### src/rtl/branch_predictor_pkg.sv
// Shared types for the branch predictor: PHT state encodings, default table size
// and the pipeline stage-entry record carried from D through M.
package branch_predictor_pkg;

  typedef enum logic [1:0] {
    SNT = 2'b00,
    WNT = 2'b01,
    WT  = 2'b10,
    ST  = 2'b11
  } pht_state_e;

  localparam int INDEX_W_DEF = 6;
  // Stage entries carry the index at a fixed width so one record type serves any INDEX_W.
  localparam int IDX_MAX_W = 16;

  typedef struct packed {
    logic                 valid;
    logic                 pred;
    logic [IDX_MAX_W-1:0] idx;
  } stage_entry_t;

endpackage

### src/rtl/branch_predictor_floprc.sv
// Pipeline register with enable and synchronous clear; clear wins over enable.
module floprc #(
  parameter int W = 8
) (
  input  logic         clk,
  input  logic         rst,
  input  logic         en,
  input  logic         clr,
  input  logic [W-1:0] d,
  output logic [W-1:0] q
);

  always_ff @(posedge clk or negedge rst) begin
    if (!rst)     q <= '0;
    else if (clr) q <= '0;
    else if (en)  q <= d;
  end

endmodule

### src/rtl/branch_predictor_sat_counter2.sv
// One PHT entry: a 2-bit saturating up/down counter, reset to weakly not-taken.
module sat_counter2
  import branch_predictor_pkg::*;
(
  input  logic       clk,
  input  logic       rst,
  input  logic       upd,
  input  logic       taken,
  output pht_state_e state
);

  pht_state_e state_nxt;

  always_comb begin
    state_nxt = state;
    if (taken) begin
      if (state != ST) state_nxt = pht_state_e'(state + 2'b01);
    end else begin
      if (state != SNT) state_nxt = pht_state_e'(state - 2'b01);
    end
  end

  always_ff @(posedge clk or negedge rst) begin
    if (!rst)     state <= WNT;
    else if (upd) state <= state_nxt;
  end

endmodule

### src/rtl/branch_predictor.sv
// Bimodal branch predictor: 2-bit PHT read in D, carried through E to M, trained in M,
// with retired-branch and misprediction counters.
module branch_predictor
  import branch_predictor_pkg::*;
#(
  parameter int INDEX_W = INDEX_W_DEF
) (
  input  logic        clk,
  input  logic        rst,
  input  logic [31:0] pcF,
  input  logic        stallD,
  input  logic        branchD,
  input  logic        actual_takeM,
  output logic        pred_takeD,
  output logic        pred_takeM,
  output logic        branchM,
  output logic        mispredictM,
  output logic [15:0] branch_cnt,
  output logic [15:0] mispred_cnt
);

  localparam int PHT_N = 1 << INDEX_W;

  function automatic logic [15:0] sat_inc16(input logic [15:0] v);
    return (v == 16'hFFFF) ? v : v + 16'd1;
  endfunction

  logic [INDEX_W-1:0] idx_f;
  logic [INDEX_W-1:0] idx_p0;
  logic [INDEX_W-1:0] idx_m;
  stage_entry_t       ent_p0;
  stage_entry_t       ent_p1;
  stage_entry_t       ent_p2;
  pht_state_e         pht_q [PHT_N];
  logic               unused_bits;

  assign idx_f = pcF[INDEX_W+1:2];

  // F -> D: index of the instruction now in decode
  floprc #(.W(INDEX_W)) u_fd (
    .clk (clk),
    .rst (rst),
    .en  (~stallD),
    .clr (mispredictM),
    .d   (idx_f),
    .q   (idx_p0)
  );

  // Read returns the pre-update value even when M trains the same entry this cycle.
  assign pred_takeD = branchD & ((pht_q[idx_p0] == WT) || (pht_q[idx_p0] == ST));
  assign ent_p0     = '{valid: branchD, pred: pred_takeD, idx: IDX_MAX_W'(idx_p0)};

  // D -> E
  floprc #(.W($bits(stage_entry_t))) u_de (
    .clk (clk),
    .rst (rst),
    .en  (1'b1),
    .clr (stallD | mispredictM),
    .d   (ent_p0),
    .q   (ent_p1)
  );

  // E -> M
  floprc #(.W($bits(stage_entry_t))) u_em (
    .clk (clk),
    .rst (rst),
    .en  (1'b1),
    .clr (mispredictM),
    .d   (ent_p1),
    .q   (ent_p2)
  );

  assign branchM     = ent_p2.valid;
  assign pred_takeM  = ent_p2.pred;
  assign idx_m       = ent_p2.idx[INDEX_W-1:0];
  assign mispredictM = branchM & (pred_takeM != actual_takeM);
  assign unused_bits = ^{pcF[31:INDEX_W+2], pcF[1:0], ent_p2.idx[IDX_MAX_W-1:INDEX_W]};

  for (genvar g = 0; g < PHT_N; g++) begin : g_pht
    sat_counter2 u_ctr (
      .clk   (clk),
      .rst   (rst),
      .upd   (branchM && (idx_m == INDEX_W'(g))),
      .taken (actual_takeM),
      .state (pht_q[g])
    );
  end

  always_ff @(posedge clk or negedge rst) begin
    if (!rst) begin
      branch_cnt  <= '0;
      mispred_cnt <= '0;
    end else begin
      if (branchM)     branch_cnt  <= sat_inc16(branch_cnt);
      if (mispredictM) mispred_cnt <= sat_inc16(mispred_cnt);
    end
  end

endmodule

### config.mk
export PLATFORM = sky130hd
export DESIGN_NAME = branch_predictor
export DESIGN_NICKNAME = d
export VERILOG_FILES = /design/src/rtl/branch_predictor_pkg.sv /design/src/rtl/branch_predictor_floprc.sv /design/src/rtl/branch_predictor_sat_counter2.sv /design/src/rtl/branch_predictor.sv
export SDC_FILE = /design/constraint.sdc
export NUM_CORES = 1
export LEC_CHECK = 0
export ABC_AREA = 1
export CAP_MARGIN = 10
export CORE_ASPECT_RATIO = 0.6
export CORE_MARGIN = 5
export CORE_UTILIZATION = 35
export CTS_BUF_LIST = sky130_fd_sc_hd__clkbuf_16
export CTS_CLUSTER_DIAMETER = 80
export DETAILED_ROUTE_END_ITERATION = 6
export DONT_BUFFER_PORTS = 1
export MAX_ROUTING_LAYER = met4
export PLACE_DENSITY = 0.54
export SLEW_MARGIN = 20
export SYNTH_ARGS = -nofsm -noshare
export SYNTH_HDL_FRONTEND = slang
export SYNTH_SLANG_ARGS = --single-unit
### constraint.sdc
create_clock -name clk -period 1.92 [get_ports clk]
set_input_delay 0 -clock clk [delete_from_list [all_inputs] [get_ports clk]]
set_output_delay 0 -clock clk [all_outputs]
set_load 0.03 [all_outputs]
Yosys cells after proc, flatten, opt, wreduce, memory -nomap -nowiden
Index checks and enable logic that the tools add are counted.

Flip-flop bits (word level): 202. Logic and storage cells: 862.

$add $sub $neg: 130. Magnitude comparators: 1. Equality and inequality tests: 197. Mux-type cells: 199. Bitwise operators: 6. Reduce and logical (&&, ||, !) cells: 260.

Operators by type and width (count): two-way mux 2 bit (194); nonzero test 2 bit (128); == test 6 bit (second input constant) (32); AND reduction 3 bit (64); inequality test 2 x 1 -> 1 bit (second input constant) (65); adder 2 x 1 -> 2 bit (second input constant) (64); inequality test 2 bit (second input constant) (64); subtractor 2 x 1 -> 2 bit (second input constant) (64); == test 6 x 5 -> 1 bit (second input constant) (16); logical AND 1 bit (64); == test 6 x 4 -> 1 bit (second input constant) (8); two-way mux 18 bit (2); adder 16 x 1 -> 16 bit (second input constant) (2); == test 16 bit (second input constant) (2); == test 6 x 3 -> 1 bit (second input constant) (4); binary-select mux 2 bit (select 6 bit) (1); == test 6 x 2 -> 1 bit (second input constant) (2); two-way mux 6 bit (2); >= comparator 7 bit (second input constant) (1); NOT 6 -> 7 bit (1); == test 6 x 1 -> 1 bit (second input constant) (1); logical NOT 6 bit (1); == test 2 bit (second input constant) (2); AND reduction 2 bit (2); other kinds (5) (7).

Logic depth before layout (Yosys ltp)
Gate-level depths: netlist of run 1.

Depth after elaboration: 8. Mapped depth: 11.

Modules after synthesis
Synthesis of run 1 repeated with hierarchy kept, for this count alone.

Cell total of the unflattened synthesis: 1451. Area total of the unflattened synthesis: 11071.9 um^2.

By module, submodules not included: sat_counter2 (instances 64, cells an instance 13, area each 103.8 um^2, seq. area each 51.3 um^2); branch_predictor (instances 1, cells an instance 437, area each 2693.8 um^2, seq. area each 800.8 um^2); floprc (u_de ...) (instances 2, cells an instance 78, area each 745.7 um^2, seq. area each 450.4 um^2); floprc (u_fd) (instances 1, cells an instance 26, area each 240.2 um^2, seq. area each 150.1 um^2).

Worst setup path before layout of run 1
Ideal clock, no wire load.

Path kind: reg-to-reg. Start: register branch_cnt[0]. End: register branch_cnt[11]. Setup time: 81 ps. Arrival: 1655 ps. Slack: 184 ps. Stages on the path, launching flop included: 10. Buffers on the path: 0. Clock period less this slack: 1736 ps. Cell sequence: dfrtp_1 > ha_1 > nand3_1 > nor3_1 > nand3_1 > nand2_1 > nor2_1 > nand2_1 > nor2_1 > xor2_1.

Cells in the longest elaborated chain, start to end: 3.

Ends and longest elaborated chain: start, declared (RTL line branch_predictor.sv:18) `output logic [15:0] branch_cnt,`; start signal, assigned (RTL line branch_predictor.sv:94) `if (branchM) branch_cnt <= sat_inc16(branch_cnt);`; parallel branches: the longest is 3 deep, another holds adder 16 x 1 -> 16 bit.

Several ways; the timed one is not identified. A chain may end at the register's enable or synchronous reset.

Final worst setup path of run 1
Start: register u_fd.q[0]. End: output port pred_takeD.

Cells in the longest elaborated chain, start to end: 7.

Ends and longest elaborated chain: start, declared (RTL line branch_predictor_floprc.sv:10) `output logic [W-1:0] q`; start signal, assigned (RTL line branch_predictor_floprc.sv:14) `if (!rst) q <= '0;`; start signal, assigned (RTL line branch_predictor_floprc.sv:15) `else if (clr) q <= '0;`; start signal, assigned (RTL line branch_predictor_floprc.sv:16) `else if (en) q <= d;`; NOT 6 -> 7 bit (not written as such) * (RTL line branch_predictor.sv:50) `assign pred_takeD = branchD & ((pht_q[idx_p0] == WT) || (pht_q[idx_p0] == ST));`; binary-select mux 2 bit (select 6 bit) * (RTL line branch_predictor.sv:50); two-way mux 2 bit (not written as such) * (2 in series) (RTL line branch_predictor.sv:50); == test 2 bit (RTL line branch_predictor.sv:50); logical OR 1 bit * (RTL line branch_predictor.sv:50); AND 1 bit * (RTL line branch_predictor.sv:50); end, declared (RTL line branch_predictor.sv:14) `output logic pred_takeD,`.

Every way passes the cells marked *; elsewhere a longest branch is shown, timed or not. The select of a mux whose other input is x is not followed.

==> results of run 1 <==
## timing repair
item	CTS	global route
gates cloned	3	2
endpoints found under the setup margin	1	2
endpoints found under the hold margin	301	182
pin swaps	4	7
buffers inserted	3	2
resized for setup	22	23
## per-stage QoR
step | setup TNS (ns) | setup slack (ns)
after floorplan | 0 | 0.1843
after global placement | 0 | 0.2098
after detailed placement | 0 | 0.1927
after CTS | -0.1758 | -0.1758
after global routing | -0.2745 | -0.2745
final | -0.1577 | -0.1577
## power by group
part	internal [µW]	leakage (µW)	switching (µW)
Sequential	4260	0.00194	307
Combinational	716	0.00303	1080
Clock	2160	0.000295	1590
Total	7140	0.00527	2980
## worst max-delay path by stage
stage                  start             end  slack (ns)  depth (start not counted)
6_report           u_fd.q[0]      pred_takeD       -0.16                         12
5_1_grt            u_fd.q[0]      pred_takeD       -0.27                         11
4_1_cts            u_fd.q[0]      pred_takeD       -0.18                         12
3_5_place_dp       u_fd.q[0]      pred_takeD        0.19                         11
3_3_place_gp       u_fd.q[0]      pred_takeD        0.21                         11
2_1_floorplan  branch_cnt[0]  branch_cnt[11]        0.18                          9
## per-layer routing
metal	track usage [%]	part of all wire [%]	vias to the layer above
met5	-	0	-
met3	3.672	5.5	20
li1	-	-	4051
met2	21.41	39	178
met1	27.62	54	3804
met4	4.849	0.99	0
## Yosys cell counts
| master | number |
|---|---|
| nand2_1 | 263 |
| o21ai_0 | 229 |
| dfrtp_1 | 118 |
| nor2_1 | 116 |
| inv_1 | 106 |
| nand3_1 | 66 |
| dfstp_2 | 64 |
| a21oi_1 | 62 |
| o31ai_1 | 36 |
| clkbuf_1 | 21 |
| xor2_1 | 21 |
| buf_2 | 11 |
| xnor2_1 | 9 |
| nor3_1 | 8 |
| o21ai_1 | 8 |
| nand4_1 | 6 |
| buf_4 | 4 |
| nor3_4 | 4 |
| clkinv_1 | 3 |
| inv_2 | 3 |
| nor2_4 | 3 |
| ha_1 | 2 |
| nor4_1 | 2 |
| a211oi_1 | 1 |
| nand2_2 | 1 |
| nand2_4 | 1 |
| nor2_2 | 1 |
| nor3_2 | 1 |
## cells by family (layout without fill, tap and decap cells)
group	Yosys count	in the layout	share of synthesized area [%]
and+or+nand+nor	472	472	21.34
AOI/OAI and AO/OA	336	336	19.17
DFF	182	182	50.07
xor gates and xnor gates	30	30	2.839
adders and majority gates	2	2	0.2703
buffers and inverters	148	244	6.313
## area by class of cell
cell class	count	share of cell area, %
flip-flops and latches	182	40.77
multi-input cells	840	37.06
repair buffers	100	9.114
well taps	360	3.963
clock buffers	17	3.742
inverters	112	3.720
clock inverters	15	1.629
## cells in the final DEF, fill, tap and decap left out, types with 3 or more instances in the layout
cell and instances:
nor3_1 8, xor2_1 21, o31ai_1 36, inv_1 106, xnor2_1 9, buf_16 4
o21ai_1 8, dfrtp_1 118, bufinv_16 4, nand3_1 38, inv_2 3, o21ai_0 228
dfstp_2 64, buf_12 6, nor2_1 115, nand4_1 6, nand3_2 27, nor2_4 3
nor3_4 4, clkinv_1 7, a21oi_1 61, clkbuf_16 19, nand2_1 259, buf_4 51
dlygate4sd3_1 35, nand2_2 5
## state kept, by name, indices dropped and copies added (netlist names)
signal,flops
u_em.q,8
u_de.q,8
g_pht.u_ctr.state,128
mispred_cnt,16
u_fd.q,6
branch_cnt,16
==> impl_results.md, run 1 <==
* Hold crit path type: in -> async
* DP Cell Count at 1548
* Clk_skew at 0.01066 ns
* DRC viols at 0
* Final worst slack at -0.1577 ns
* WS Path Type: reg -> out
* Finished Layout Cells at 1626
* Placed inst area at about 0.010 mm²
* Final ANT Viol Nets at 0
* R2r worst-path depth at 6
* Critical path required time at between 1.5 and 2 ns
* Hpwl dp at 16.00 mm
* Hold Slack at -0.7404 ns
* Syn Area/Cell at 7.911 µm²
* CTS sink count at 182
* Die ar. at 0.02991 mm²
* GRT Util Overall at 17.31%
* Root Buffer: clkbuf_16
* Initial Util at 35.27%
* Wire per inst at ~15 µm
* Diodes inserted at 0
* Pwr/cell area at 891.0 mW/mm²
* Crit share post-route at 108.2%
* Pre-antenna DRT Iters at 5
* Crit-path most repeated cell: nand2_1
* CTS H-Tree Depth at 4
* Outcome: complete, but fails checks
* Startpoint Class: register
* Peak VDD IR at 0.4927 mV
* Ranking of synthesized cells by area: dfrtp_1, dfstp_2, o21ai_0, nand2_1, nor2_1
* Hold Buf Count CTS at 36
* Worst r2r src: u_em.q[17]
* WP data arrival at roughly 2.1 ns
* Synth Instances at 1170
* Inserted Clock Buffers at 17
* Register bit total from synthesis at 182
* First-pass GRT wire length at 39.10 mm
* FP Rows at 46
* Top cell type's share of synthesized area at 31.90%
* Setup Viol. Count Final at 1
* Yosys top cell by area: dfrtp_1
* Fin. Hold Viols at 182
* Netlist cell types at 28
* Mapped Area at 0.009256 mm²
* Fin util at 43.31%
* CP max FO at 7
* WL final at roughly 25 mm
* Reg area at 0.004634 mm²
* Overflow after GRT at 0
* Fin area at 0.01137 mm²
* Synth warnings at 0
* Crit-path leading delay family: simple AND/OR/NAND/NOR gates
* Failing checks: negative hold slack, negative setup slack
* Die width at approximately 220 µm
* Initial DRC Count at between 800 and 900
* CP max stage cell: dfrtp_1
* Vias in the first global route at 6991
* RSZ-0062 raised after global routing: yes
* Vias per cell at 4.953
* CORE AREA at 0.02625 mm²
* Final #Nets at around 1.3k
* Routability cong. at 0.8241
* FF-to-FF setup slack at between 0.1 and 0.15 ns
* Clock-pin transition on the worst setup and hold timing paths at about 0.070 ns
* Clk buf depth at 2
* CP endpoint kind: output pin
* End of the worst register-to-register path: u_fd.q[0]
* Max Cap Viol at 0
* Actual slew at the worst max-slew pin at 0.5162 ns
* Syn nets at 1209
* CP cell instances: inv_4 > buf_12 > clkbuf_16 > nand2_1 > nand3_1 > nand3_1 > nand2_1 > nand2_1 > nand3_2 > nand3_2 > a21oi_2 > buf_6
* Tot Pwr at 10130 µW
* Critical Path Max Stage Delay at 0.42 ns
* Number of buffers and inverters on the critical path at 4
* Ports at 73
* Number of port buffers at 0
* DR vias at 8053
* Fraction of layout cells with a size suffix above 1 at 16.27%
* Sequential share of the synthesized area at around 50%
* CTS tree: yes
* Leak at 0.005268 µW
* Final Max Slew Viols at 0
* Rel. slew slack at between 60% and 70%
* Highest achievable clock rate at approximately 480 MHz
* Area Growth Syn to Fin at 22.80%
* Multi-input gate area at 0.004213 mm²
* Clk_lat worst skew at 0.45 ns
* Initial antenna violation count at 0
* Largest net degree at the start of global routing at roughly 180
* Tmin final at 2.078 ns
* Die H at 136.0 µm
* Fillers at ~2.6k
Power figures use the tool's default switching activity.
==> inputs of run 2 (changes only) <==
- PLACE_DENSITY: 0.54 -> not set
- PLACE_DENSITY_LB_ADDON: not set -> 0.1
==> run 2 against run 1 <==
  * The flow still finishes with violations (negative hold slack, negative setup slack)
  * Clock-buffer cell count is the same
  * Clock power down 5.3%
  * First-iteration DRC count is 18% lower
  * Highest routed layer unchanged
  * Global-route usage grew 0.85 points
  * Largest power group unchanged
  * Sequential power hardly changed
  * Power decreased by 1.5%
  * Setup slack got worse by 0.030 ns
  * Non-clock buffer count grew 6
  * Core utilization increased by 0.64 points
  * Routed wire length up 2.7%
  * Register-to-register slack better by 0.04 ns
==> impl_results.md, run 2 (synthesized netlist as in run 1, its figures left out) <==
* Outcome: complete, but fails checks (unchanged)
* Failing checks: negative hold slack, negative setup slack (unchanged)
* Number of buffers and inverters on the critical path at 4 (unchanged)
* Initial antenna violation count at 0 (unchanged)
* Crit share post-route at 109.8% (was 108.2%)
* Clk buf depth at 2 (unchanged)
* DRC viols at 0 (unchanged)
* Largest net degree at the start of global routing at 183 (unchanged)
* Vias per cell at 4.892 (was 4.953)
* Final worst slack at -0.1876 ns (was -0.1577 ns)
* Hold crit path type: in -> async (unchanged)
* Fin area at 0.01153 mm² (was 0.01137 mm²)
* Placed inst area at 0.01002 mm² (was 0.009998 mm²)
* Peak VDD IR at 0.4963 mV (was 0.4927 mV)
* Fin. Hold Viols at 182 (unchanged)
* Crit path to: pred_takeD (unchanged)
* CTS sink count at 182 (unchanged)
* Max reg flops at 128 (unchanged)
* Clock-pin transition on the worst setup and hold timing paths at 0.07 ns (about the same)
* WS Path Type: reg -> out (unchanged)
* CP cell instances: inv_4 > buf_12 > buf_12 > nand2_1 > nand3_2 > nand3_4 > nand2_2 > nand2_2 > nand3_2 > nand3_2 > a21oi_2 > buf_6 (was inv_4 > buf_12 > clkbuf_16 > nand2_1 > nand3_1 > nand3_1 > nand2_1 > nand2_1 > nand3_2 > nand3_2 > a21oi_2 > buf_6)
* CTS tree: yes (unchanged)
* Finished Layout Cells at 1632 (was 1626)
* DR vias at 7984 (was 8053)
* Number of port buffers at 0 (unchanged)
* Actual slew at the worst max-slew pin at 0.4756 ns (was 0.5162 ns)
* Most frequent cells in the layout: nand2_1, o21ai_0, dfrtp_1 (unchanged)
* Highest achievable clock rate at 474.5 MHz (was 481.3 MHz)
* Pre-antenna DRT Iters at 5 (unchanged)
* Startpoint Class: register (unchanged)
* Pwr/cell area at 864.6 mW/mm² (was 891.0 mW/mm²)
* Biggest registers after layout: g_pht.u_ctr.state (128), branch_cnt (16), mispred_cnt (16) (unchanged)
* Worst r2r src: u_em.q[16] (was u_em.q[17])
* R2r worst-path depth at 7 (was 6)
* Crit-path most repeated cell: nand3_2 (was nand2_1)
* Hold Slack at -0.7406 ns (was -0.7404 ns)
* Clk_lat worst skew at 0.45 ns (about the same)
* Rel. slew slack at 68.18% (was 65.59%)
* Fraction of layout cells with a size suffix above 1 at 18.40% (was 16.27%)
* Critical path required time at 1.92 ns (about the same)
* FP Rows at 46 (unchanged)
* CORE AREA at 0.02625 mm² (unchanged)
* Final #Nets at 1298 (was 1292)
* Vias in the first global route at 7260 (was 6991)
* CP max FO at 6 (was 7)
* WL final at 25.69 mm (was 25.02 mm)
* Wire per inst at 15.74 µm (was 15.38 µm)
* Clk_skew at 0.01130 ns (was 0.01066 ns)
* GRT Util Overall at 18.16% (was 17.31%)
* Crit-path leading delay family: simple AND/OR/NAND/NOR gates (unchanged)
* Area Growth Syn to Fin at 24.61% (was 22.80%)
* DP Cell Count at 1548 (unchanged)
* Die ar. at 0.02991 mm² (unchanged)
* Final Max Slew Viols at 0 (unchanged)
* Overflow after GRT at 0 (unchanged)
* Tmin final at 2.108 ns (was 2.078 ns)
* Ports at 73 (unchanged)
* Final setup TNS at -0.1876 ns (was -0.1577 ns)
* Initial DRC Count at 662 (was 810)
* Commonest non-fill, non-tap cell in the layout: nand2_1 (unchanged)
* Routability cong. at 0.7959 (was 0.8241)
* CP endpoint kind: output pin (unchanged)
* RSZ-0062 raised after global routing: yes (unchanged)
* Critical Path Max Stage Delay at 0.44 ns (was 0.42 ns)
* Die H at 136.0 µm (unchanged)
* CP max stage cell: dfrtp_2 (was dfrtp_1)
* Diodes inserted at 0 (unchanged)
* Most flop-heavy register: g_pht.u_ctr.state (unchanged)
* Hpwl dp at 16.24 mm (was 16.00 mm)
* Setup Viol. Count Final at 1 (unchanged)
* Die width at 219.9 µm (unchanged)
* Crit. path cell count at 12 (unchanged)
* FF-to-FF setup slack at 0.16 ns (was 0.12 ns)
* Root Buffer: clkbuf_16 (unchanged)
* WP data arrival at 2.11 ns (was 2.08 ns)
* Max Cap Viol at 0 (unchanged)
* Leak at 0.005307 µW (was 0.005268 µW)
* Initial Util at 35.27% (unchanged)
* CP Launch Point: u_fd.q[0] (unchanged)
* Final ANT Viol Nets at 0 (unchanged)
* End of the worst register-to-register path: u_fd.q[2] (was u_fd.q[0])
* CTS H-Tree Depth at 4 (unchanged)
* Tot Pwr at 9973 µW (was 10130 µW)
* First-pass GRT wire length at 40.83 mm (was 39.10 mm)
* Inserted Clock Buffers at 17 (unchanged)
==> run 2: how the worst min path moves through the flow <==
| stage | from | to | slack, ns | depth (start not counted) |
|---|---|---|---|---|
| 6_report | rst | g_pht[26].u_ctr.state[1] | -0.74 | 0 |
| 2_1_floorplan | rst | branch_cnt[0] | -0.30 | 0 |
| 5_1_grt | rst | g_pht[56].u_ctr.state[1] | -0.78 | 0 |
| 4_1_cts | rst | mispred_cnt[2] | -0.78 | 0 |
| 3_3_place_gp | rst | g_pht[56].u_ctr.state[1] | -0.28 | 0 |
| 3_5_place_dp | rst | g_pht[56].u_ctr.state[1] | -0.28 | 0 |
==> run 2: report_power, final <==
group / total [µW] / leakage (µW) / internal [µW] / switching (µW)
sequential: 4560 / 0.00194 / 4270 / 299
clock: 3560 / 0.000289 / 2010 / 1550
combinational: 1850 / 0.00308 / 742 / 1110
==> run 2: routing by layer <==
| layer | up-vias | track usage, % | wire (µm) |
|---|---|---|---|
| met5 | - | - | 0 |
| met4 | 0 | 4.295 | 264 |
| met3 | 21 | 3.850 | 830 |
| met2 | 107 | 23.38 | 10310 |
| met1 | 3792 | 28.52 | 14290 |
| li1 | 4064 | - | - |
==> run 2: worst register-to-register path, delay by kind of cell (launching register included) <==
kind                   cells  cell delay [ns]
buffers and inverters      2             0.62
and+or+nand+nor            4             0.52
DFF                        1             0.39
AOI/OAI and AO/OA          1             0.10
==> run 2: area by class of cell <==
cell class	instances	area (µm²)
fillers	2631	14710
clock buffers	17	425.4
well taps	360	450.4
clock inverters	15	147.6
multi-input cells	840	4332
flip-flops and latches	182	4637
repair buffers	106	1120
inverters	112	422.9
==> run 2: metrics by stage <==
stage	setup slack [ns]	utilization [%]	hold slack, ns
finish	-0.1876	43.95	-0.7406
global route	-0.3145	43.95	-0.7762
CTS	-0.1870	43.57	-0.7802
detailed placement	0.1507	38.19	-0.2848
global placement	0.2178	38.19	-0.2841
floorplan	0.1843	-	-0.2956
==> run 2: repair_timing <==
| action | 4_1_cts | 5_1_grt |
|---|---|---|
| hold buffers | 39 | 1 |
| gates cloned | 4 | 0 |
| setup endpoints to repair | 1 | 4 |
| hold endpoints to repair | 303 | 183 |
| pin swaps | 27 | 11 |
| setup buffers | 5 | 6 |
| gates resized for setup | 61 | 20 |
